--- src/rtl/spi_xip_pkg.sv ---
// spi_xip_pkg: shared definitions for the SPI flash execute-in-place sequencer.
// Holds the sequencer state encoding, the SPI master register offsets, the
// CTRL register bit positions, the flash READ opcode and a byte-swap helper.
package spi_xip_pkg;

    typedef enum logic [3:0] {
        ST_IDLE,
        ST_PASS,
        ST_ERR,
        ST_W_DIV,
        ST_W_SS,
        ST_W_TX1,
        ST_W_TX0,
        ST_W_GO,
        ST_POLL,
        ST_R_RX,
        ST_W_DESEL,
        ST_DONE
    } xip_state_t;

    // SPI master register offsets (low five address bits).
    localparam logic [4:0] OFF_RX0     = 5'h00;
    localparam logic [4:0] OFF_TX0     = 5'h00;
    localparam logic [4:0] OFF_TX1     = 5'h04;
    localparam logic [4:0] OFF_CTRL    = 5'h10;
    localparam logic [4:0] OFF_DIVIDER = 5'h14;
    localparam logic [4:0] OFF_SS      = 5'h18;

    // CTRL register fields.
    localparam int         CTRL_GO_BSY      = 8;
    localparam int         CTRL_TX_NEG      = 10;
    localparam logic [6:0] CTRL_CHAR_LEN_64 = 7'd64;

    // GO + TX_NEG + 64-bit frame: 8-bit opcode, 24-bit address, 32 data bits.
    localparam logic [31:0] CTRL_XIP_GO = (32'd1 << CTRL_GO_BSY)
                                        | (32'd1 << CTRL_TX_NEG)
                                        | 32'(CTRL_CHAR_LEN_64);

    localparam logic [7:0] FLASH_CMD_READ = 8'h03;

    function automatic logic [31:0] bswap32(input logic [31:0] w);
        return {w[7:0], w[15:8], w[23:16], w[31:24]};
    endfunction

endpackage

--- src/rtl/spi_flash_xip_apb_master_port.sv ---
// apb_master_port: runs one APB transfer (setup cycle, then access cycle held
// until pready) for as long as req_i is held high.
// Request side : req_i, addr_i, write_i, wdata_i, strb_i, prot_i
// Result side  : done_o (one cycle, the cycle pready is seen), rdata_o, err_o
// APB master   : paddr_o, psel_o, penable_o, pprot_o, pwrite_o, pwdata_o,
//                pstrb_o / pready_i, prdata_i, pslverr_i
// Debug        : access_o shows the setup/access phase register.
// Handshake: the requester holds req_i and the request fields stable until
// done_o; dropping req_i returns the port to setup phase with no bus activity.
// When req_i is low every APB output is 0.
module apb_master_port (
    input  logic        clock,
    input  logic        reset,
    input  logic        req_i,
    input  logic [31:0] addr_i,
    input  logic        write_i,
    input  logic [31:0] wdata_i,
    input  logic [3:0]  strb_i,
    input  logic [2:0]  prot_i,
    output logic        done_o,
    output logic [31:0] rdata_o,
    output logic        err_o,
    output logic        access_o,
    output logic [31:0] paddr_o,
    output logic        psel_o,
    output logic        penable_o,
    output logic [2:0]  pprot_o,
    output logic        pwrite_o,
    output logic [31:0] pwdata_o,
    output logic [3:0]  pstrb_o,
    input  logic        pready_i,
    input  logic [31:0] prdata_i,
    input  logic        pslverr_i
);

    logic access_q, access_d;

    always_ff @(posedge clock) begin
        if (reset) begin
            access_q <= 1'b0;
        end else begin
            access_q <= access_d;
        end
    end

    always_comb begin
        access_d  = 1'b0;
        done_o    = 1'b0;
        rdata_o   = '0;
        err_o     = 1'b0;
        paddr_o   = '0;
        psel_o    = 1'b0;
        penable_o = 1'b0;
        pprot_o   = '0;
        pwrite_o  = 1'b0;
        pwdata_o  = '0;
        pstrb_o   = '0;
        if (req_i) begin
            psel_o   = 1'b1;
            paddr_o  = addr_i;
            pprot_o  = prot_i;
            pwrite_o = write_i;
            pwdata_o = wdata_i;
            pstrb_o  = strb_i;
            if (!access_q) begin
                access_d = 1'b1;
            end else begin
                penable_o = 1'b1;
                access_d  = 1'b1;
                if (pready_i) begin
                    done_o   = 1'b1;
                    rdata_o  = prdata_i;
                    err_o    = pslverr_i;
                    access_d = 1'b0;
                end
            end
        end
    end

    assign access_o = access_q;

endmodule

--- src/rtl/spi_flash_xip.sv ---
// spi_flash_xip: execute-in-place sequencer between the CPU APB bus and the
// SPI master register file. Reads inside [flash_addr_start, flash_addr_end]
// run a fixed SPI register program (divider, select, TX words, GO, busy poll,
// RX read, deselect) and return the flash word; writes inside the window get
// an error response; everything else passes straight through to the SPI
// registers.
// Parameters : flash_addr_start, flash_addr_end, spi_div, flash_ss
// Ports      : clock, reset (sync, active high)
//              in_*  APB slave from the CPU
//              out_* APB master to the SPI register file
//              dbg_state_o current sequencer state
// Build macro: SPI_XIP_BSWAP_EN byte-swaps the returned flash word (little-
//              endian view of the byte stream); undefined returns raw RX0.
// Handshake: a request is accepted on in_psel && !in_penable in IDLE and no
// other request is taken until in_pready has been given for it; in_pready is
// only raised while the CPU holds in_penable.
module spi_flash_xip
    import spi_xip_pkg::*;
#(
    parameter logic [31:0] flash_addr_start = 32'h3000_0000,
    parameter logic [31:0] flash_addr_end   = 32'h3fff_ffff,
    parameter logic [15:0] spi_div          = 16'h0001,
    parameter logic [7:0]  flash_ss         = 8'h01
) (
    input  logic        clock,
    input  logic        reset,
    input  logic [31:0] in_paddr,
    input  logic        in_psel,
    input  logic        in_penable,
    input  logic [2:0]  in_pprot,
    input  logic        in_pwrite,
    input  logic [31:0] in_pwdata,
    input  logic [3:0]  in_pstrb,
    output logic        in_pready,
    output logic [31:0] in_prdata,
    output logic        in_pslverr,
    output logic [31:0] out_paddr,
    output logic        out_psel,
    output logic        out_penable,
    output logic [2:0]  out_pprot,
    output logic        out_pwrite,
    output logic [31:0] out_pwdata,
    output logic [3:0]  out_pstrb,
    input  logic        out_pready,
    input  logic [31:0] out_prdata,
    input  logic        out_pslverr,
    output xip_state_t  dbg_state_o
);

    xip_state_t  state_q, state_d;
    logic [31:0] addr_q, addr_d;
    logic        write_q, write_d;
    logic [31:0] wdata_q, wdata_d;
    logic [3:0]  strb_q, strb_d;
    logic [2:0]  prot_q, prot_d;
    logic [31:0] data_q, data_d;
    logic        err_q, err_d;

    logic        m_req, m_write, m_done, m_err, m_access;
    logic [31:0] m_addr, m_wdata, m_rdata, rx_word;
    logic [3:0]  m_strb;
    logic [2:0]  m_prot;
    logic        in_win, in_prog;
    xip_state_t  prog_next;

    assign in_win = (in_paddr >= flash_addr_start) && (in_paddr <= flash_addr_end);

`ifdef SPI_XIP_BSWAP_EN
    assign rx_word = bswap32(m_rdata);
`else
    assign rx_word = m_rdata;
`endif

    always_ff @(posedge clock) begin
        if (reset) begin
            state_q <= ST_IDLE;
            addr_q  <= '0;
            write_q <= 1'b0;
            wdata_q <= '0;
            strb_q  <= '0;
            prot_q  <= '0;
            data_q  <= '0;
            err_q   <= 1'b0;
        end else begin
            state_q <= state_d;
            addr_q  <= addr_d;
            write_q <= write_d;
            wdata_q <= wdata_d;
            strb_q  <= strb_d;
            prot_q  <= prot_d;
            data_q  <= data_d;
            err_q   <= err_d;
        end
    end

    always_comb begin
        state_d    = state_q;
        addr_d     = addr_q;
        write_d    = write_q;
        wdata_d    = wdata_q;
        strb_d     = strb_q;
        prot_d     = prot_q;
        data_d     = data_q;
        err_d      = err_q;
        m_req      = 1'b0;
        m_addr     = {addr_q[31:5], OFF_RX0};
        m_write    = 1'b0;
        m_wdata    = '0;
        m_strb     = '0;
        m_prot     = '0;
        in_pready  = 1'b0;
        in_prdata  = '0;
        in_pslverr = 1'b0;
        in_prog    = 1'b0;
        prog_next  = ST_W_DESEL;

        case (state_q)
            ST_IDLE: begin
                if (in_psel && !in_penable) begin
                    addr_d  = in_paddr;
                    write_d = in_pwrite;
                    wdata_d = in_pwdata;
                    strb_d  = in_pstrb;
                    prot_d  = in_pprot;
                    data_d  = '0;
                    err_d   = 1'b0;
                    if (!in_win)        state_d = ST_PASS;
                    else if (in_pwrite) state_d = ST_ERR;
                    else                state_d = ST_W_DIV;
                end
            end
            ST_PASS: begin
                m_req   = 1'b1;
                m_addr  = addr_q;
                m_write = write_q;
                m_wdata = wdata_q;
                m_strb  = strb_q;
                m_prot  = prot_q;
                if (m_done) begin
                    in_pready  = 1'b1;
                    in_prdata  = m_rdata;
                    in_pslverr = m_err;
                    state_d    = ST_IDLE;
                end
            end
            ST_ERR: begin
                in_pready  = 1'b1;
                in_pslverr = 1'b1;
                state_d    = ST_IDLE;
            end
            ST_W_DIV: begin
                m_req = 1'b1; in_prog = 1'b1; m_write = 1'b1; m_strb = 4'hf;
                m_addr    = {addr_q[31:5], OFF_DIVIDER};
                m_wdata   = {16'h0, spi_div};
                prog_next = ST_W_SS;
            end
            ST_W_SS: begin
                m_req = 1'b1; in_prog = 1'b1; m_write = 1'b1; m_strb = 4'hf;
                m_addr    = {addr_q[31:5], OFF_SS};
                m_wdata   = {24'h0, flash_ss};
                prog_next = ST_W_TX1;
            end
            ST_W_TX1: begin
                // Opcode and word-aligned 24-bit flash address go out first.
                m_req = 1'b1; in_prog = 1'b1; m_write = 1'b1; m_strb = 4'hf;
                m_addr    = {addr_q[31:5], OFF_TX1};
                m_wdata   = {FLASH_CMD_READ, addr_q[23:2], 2'b00};
                prog_next = ST_W_TX0;
            end
            ST_W_TX0: begin
                m_req = 1'b1; in_prog = 1'b1; m_write = 1'b1; m_strb = 4'hf;
                m_addr    = {addr_q[31:5], OFF_TX0};
                prog_next = ST_W_GO;
            end
            ST_W_GO: begin
                m_req = 1'b1; in_prog = 1'b1; m_write = 1'b1; m_strb = 4'hf;
                m_addr    = {addr_q[31:5], OFF_CTRL};
                m_wdata   = CTRL_XIP_GO;
                prog_next = ST_POLL;
            end
            ST_POLL: begin
                m_req = 1'b1; in_prog = 1'b1;
                m_addr    = {addr_q[31:5], OFF_CTRL};
                prog_next = m_rdata[CTRL_GO_BSY] ? ST_POLL : ST_R_RX;
            end
            ST_R_RX: begin
                m_req = 1'b1; in_prog = 1'b1;
                m_addr    = {addr_q[31:5], OFF_RX0};
                prog_next = ST_W_DESEL;
                if (m_done && !m_err) data_d = rx_word;
            end
            ST_W_DESEL: begin
                // Always reached, also after an abort, so the flash is released.
                m_req = 1'b1; m_write = 1'b1; m_strb = 4'hf;
                m_addr = {addr_q[31:5], OFF_SS};
                if (m_done) begin
                    if (m_err) err_d = 1'b1;
                    state_d = ST_DONE;
                end
            end
            ST_DONE: begin
                in_pready  = 1'b1;
                in_pslverr = err_q;
                in_prdata  = err_q ? 32'h0 : data_q;
                state_d    = ST_IDLE;
            end
            default: state_d = ST_IDLE;
        endcase

        // Any slave error inside the program skips straight to deselect.
        if (in_prog && m_done) begin
            if (m_err) begin
                err_d   = 1'b1;
                state_d = ST_W_DESEL;
            end else begin
                state_d = prog_next;
            end
        end
    end

    apb_master_port u_port (
        .clock     (clock),
        .reset     (reset),
        .req_i     (m_req),
        .addr_i    (m_addr),
        .write_i   (m_write),
        .wdata_i   (m_wdata),
        .strb_i    (m_strb),
        .prot_i    (m_prot),
        .done_o    (m_done),
        .rdata_o   (m_rdata),
        .err_o     (m_err),
        .access_o  (m_access),
        .paddr_o   (out_paddr),
        .psel_o    (out_psel),
        .penable_o (out_penable),
        .pprot_o   (out_pprot),
        .pwrite_o  (out_pwrite),
        .pwdata_o  (out_pwdata),
        .pstrb_o   (out_pstrb),
        .pready_i  (out_pready),
        .prdata_i  (out_prdata),
        .pslverr_i (out_pslverr)
    );

    // The port's phase bit is fully implied by out_penable; kept for probing.
    logic unused_access;
    assign unused_access = m_access;

    assign dbg_state_o = state_q;

endmodule

--- config.mk ---
export PLATFORM = sky130hd
export DESIGN_NAME = spi_flash_xip
export DESIGN_NICKNAME = d
export VERILOG_FILES = /design/src/rtl/spi_xip_pkg.sv /design/src/rtl/spi_flash_xip_apb_master_port.sv /design/src/rtl/spi_flash_xip.sv
export SDC_FILE = /design/constraint.sdc
export NUM_CORES = 1
export LEC_CHECK = 0
export CELL_PAD_IN_SITES_DETAIL_PLACEMENT = 0
export CELL_PAD_IN_SITES_GLOBAL_PLACEMENT = 1
export CORE_ASPECT_RATIO = 1.75
export CORE_MARGIN = 1.5
export CORE_UTILIZATION = 33
export DETAILED_ROUTE_END_ITERATION = 16
export HOLD_SLACK_MARGIN = 0.15
export PLACE_DENSITY = 0.92
export SKIP_LAST_GASP = 1
export SYNTH_ARGS = -nofsm -noshare
export SYNTH_HDL_FRONTEND = slang
export SYNTH_SLANG_ARGS = --single-unit
--- constraint.sdc ---
create_clock -name clock -period 3.4 [get_ports clock]
set_clock_uncertainty 0.15 [all_clocks]
set_input_delay 0.68 -clock clock [delete_from_list [all_inputs] [get_ports clock]]
set_output_delay 0.68 -clock clock [all_outputs]
set_load 0.05 [all_outputs]
==> impl_metrics.tcl <==
set metrics [dict create \
    relSlewSlack_pct 23.48 \
    final_area_sq_mm 0.008827 \
    initial_core_util_pct 33.79 \
    ir_drop_v 0.0002312 \
    drv_cap 0 \
    cts.sinks 110 \
    hold_class "flip-flop to flip-flop" \
    clk_latency_ns 0.34 \
    final-seq-area_sq_mm 0.002202 \
    core_area_sq_mm 0.01588 \
    wl_per_cell_microns 16.61 \
    crit_arrival_ns 2.37 \
    cp-start-kind "flip-flop" \
    crit_type "flip-flop to output port" \
    place_inst 1059 \
    min_from "wdata_q[30]" \
    setup_tns_ns 0 \
    min_to "wdata_q[30]" \
    stdcell_count 1075 \
    layout-drive-gt1-share_pct 17.38 \
    cts_tree "done" \
    drc 0 \
    place_area_sq_mm 0.008544 \
    holdPathStages 2 \
    hpwl_mm 12.54 \
    yosysMostFrequentCell "nand2_1" \
    wl_mm 17.86 \
    antenna_found_initial 0 \
    cts_resized 0 \
    r2r_slack_ns 1.07 \
    yosysWarnings 0 \
    multi_input_area_sq_mm 0.002864 \
    syn_nets 810 \
    drtIter0Drc 269 \
    die_area_sq_mm 0.01706 \
    cts_buffer_depth 2 \
    timing.rr.start "dbg_state_o[0]" \
    ys_types 46 \
    grt_max_degree 63 \
    fin_crit_sh_pct 94.04 \
    synth_area_leaders "dfxtp_1 41%, nand2_1 12%, a21oi_1 11%" \
    crit_required_ns 2.57 \
    cts_setup_buffers 0 \
    critPathMaxFanout 32 \
    viasPerCell 5.267 \
    hold_buffers 0 \
    clk_pin_slew_ns 0.07 \
    syn_to_final_growth_pct 64.57 \
    avgSynthCellArea_sq_um 7.663 \
    r2r.worst_path.cells 6 \
    syn_area_sq_mm 0.005364 \
    grtUsageTotal_pct 20.96 \
    finalCriticalPeriod_ns 3.197 \
    status "complete, no violations" \
    ys_seq_area_share_pct 41.05 \
    hold_violations 0 \
    synth_commonest_cells "168 x nand2_1, 115 x a21oi_1, 110 x dfxtp_1, 48 x a22o_1, 43 x and2_1" \
    worstMarginPinSlew_ns 1.144 \
    ys_ff_latch 110 \
    dr_total_vias 5662 \
    r2r_end "addr_q[8]" \
    grt_pass1_wl_mm 28.57 \
    fin_util_pct 55.60 \
    cts_buffers 9 \
    drtPass1Iterations 5 \
    grt_pass1_vias 5698 \
    synth_largest_area_cell "dfxtp_1" \
    placementRows 61 \
    gp_congestion 0.8159 \
    async_flop_share_pct 0 \
    clock-root-buffer "clkbuf_16" \
    grt_overflow 0 \
    synth_top_area_share_pct 41.05 \
    dieWidth_microns 99.38 \
    n_fill_cell 1426 \
    pwr_density_cell_mw_per_mm2 356.3 \
    drtAntennaViolNets 0 \
    io_pins 222 \
    leakagePower_nw 3.199 \
    nets 991 \
    fmax_ghz 0.3128 \
    synth_edf_count 0 \
    setup_viol 0 \
    synth-main-ff-cell "dfxtp_1" \
    drv_slew 0 \
    n_antenna_cell 0 \
    io_buffers 221 \
    end_kind "output port" \
    hold_ws_ns 0.3011 \
    postSynthCellCount 700 \
    h-tree-depth 3 \
    die_h_microns 171.7 \
    rsz0062_at_grt "no" \
]
## stage by stage
stage	setup WS (ns)	power, mW
floorplan	-0.01866	1.791
global placement	0.4922	2.155
detailed placement	0.4471	2.160
CTS	0.1780	3.189
global route	0.03826	3.296
finish	0.2026	3.145
## worst max-delay path: stages, from the launching register on
cell and delay [ns]:
dfxtp_1 0.53, nand2b_4 0.13, nor3_4 0.88, a22o_1 0.32
buf_12 0.15
## registers in the layout (all words and copies together) (netlist names)
signal	cells
strb_q	4
err_q	1
data_q	32
addr_q	32
u_port.access_o	1
write_q	1
wdata_q	32
dbg_state_o	4
prot_q	3
## how the worst max path moves through the flow
| stage | start | to | slack [ns] | cells past startpoint |
|---|---|---|---|---|
| finish | dbg_state_o[3] | in_prdata[1] | 0.20 | 4 |
| global route | dbg_state_o[2] | in_prdata[9] | 0.04 | 4 |
| CTS | dbg_state_o[3] | in_prdata[13] | 0.18 | 4 |
| detailed placement | out_pready | in_prdata[13] | 0.45 | 6 |
| global placement | out_pready | in_prdata[23] | 0.49 | 6 |
| floorplan | dbg_state_o[3] | in_pready | -0.02 | 4 |
## cells in the final DEF, fill, tap and decap left out, types with 4 or more instances in the layout
| cell | instances |
|---|---|
| and2_1 | 43 |
| buf_12 | 90 |
| buf_4 | 36 |
| nor3_1 | 7 |
| nand2_1 | 168 |
| nor2_1 | 9 |
| nand3_1 | 35 |
| clkbuf_16 | 9 |
| a22o_1 | 48 |
| clkdlybuf4s50_1 | 115 |
| o21ai_0 | 12 |
| or3_1 | 4 |
| dfxtp_1 | 110 |
| a21oi_1 | 115 |
| o211ai_1 | 32 |
## where the power goes
| part | internal, mW | leakage (nW) | total, mW | switching, mW |
|---|---|---|---|---|
| sequential | 1.34 | 0.893 | 1.37 | 0.0284 |
| clock | 0.527 | 0.141 | 1.02 | 0.495 |
| combinational | 0.321 | 2.17 | 0.753 | 0.432 |
| total | 2.19 | 3.20 | 3.15 | 0.955 |
## logic make-up after synthesis
family	share of synthesized area, %
compound gates	26.87
simple gates	24.70
mux	0.5599
xor+xnor	0.1633
fa+ha+maj	0.1866
buf+inv	6.462
flops	41.05
## area by class of cell
cell class                      count  share of cell area, %
Timing Repair Buffer              241                  36.51
Tap cell                          189                  2.679
Clock inverter                      5                 0.4536
Multi-Input combinational cell    514                  32.45
Inverter                            5                 0.2126
Sequential cell                   110                  24.95
Clock buffer                       11                  2.750
## routing by layer
layer / vias up / global-route usage (%) / share of wire, %
met5: - / 0 / 0
met1: 2676 / 21.85 / 37
met2: 156 / 39.82 / 55
met4: 0 / 9.859 / 3.2
li1: 2798 / - / -
met3: 32 / 3.941 / 4.8
No activity file was read; power rests on OpenSTA's default activity.
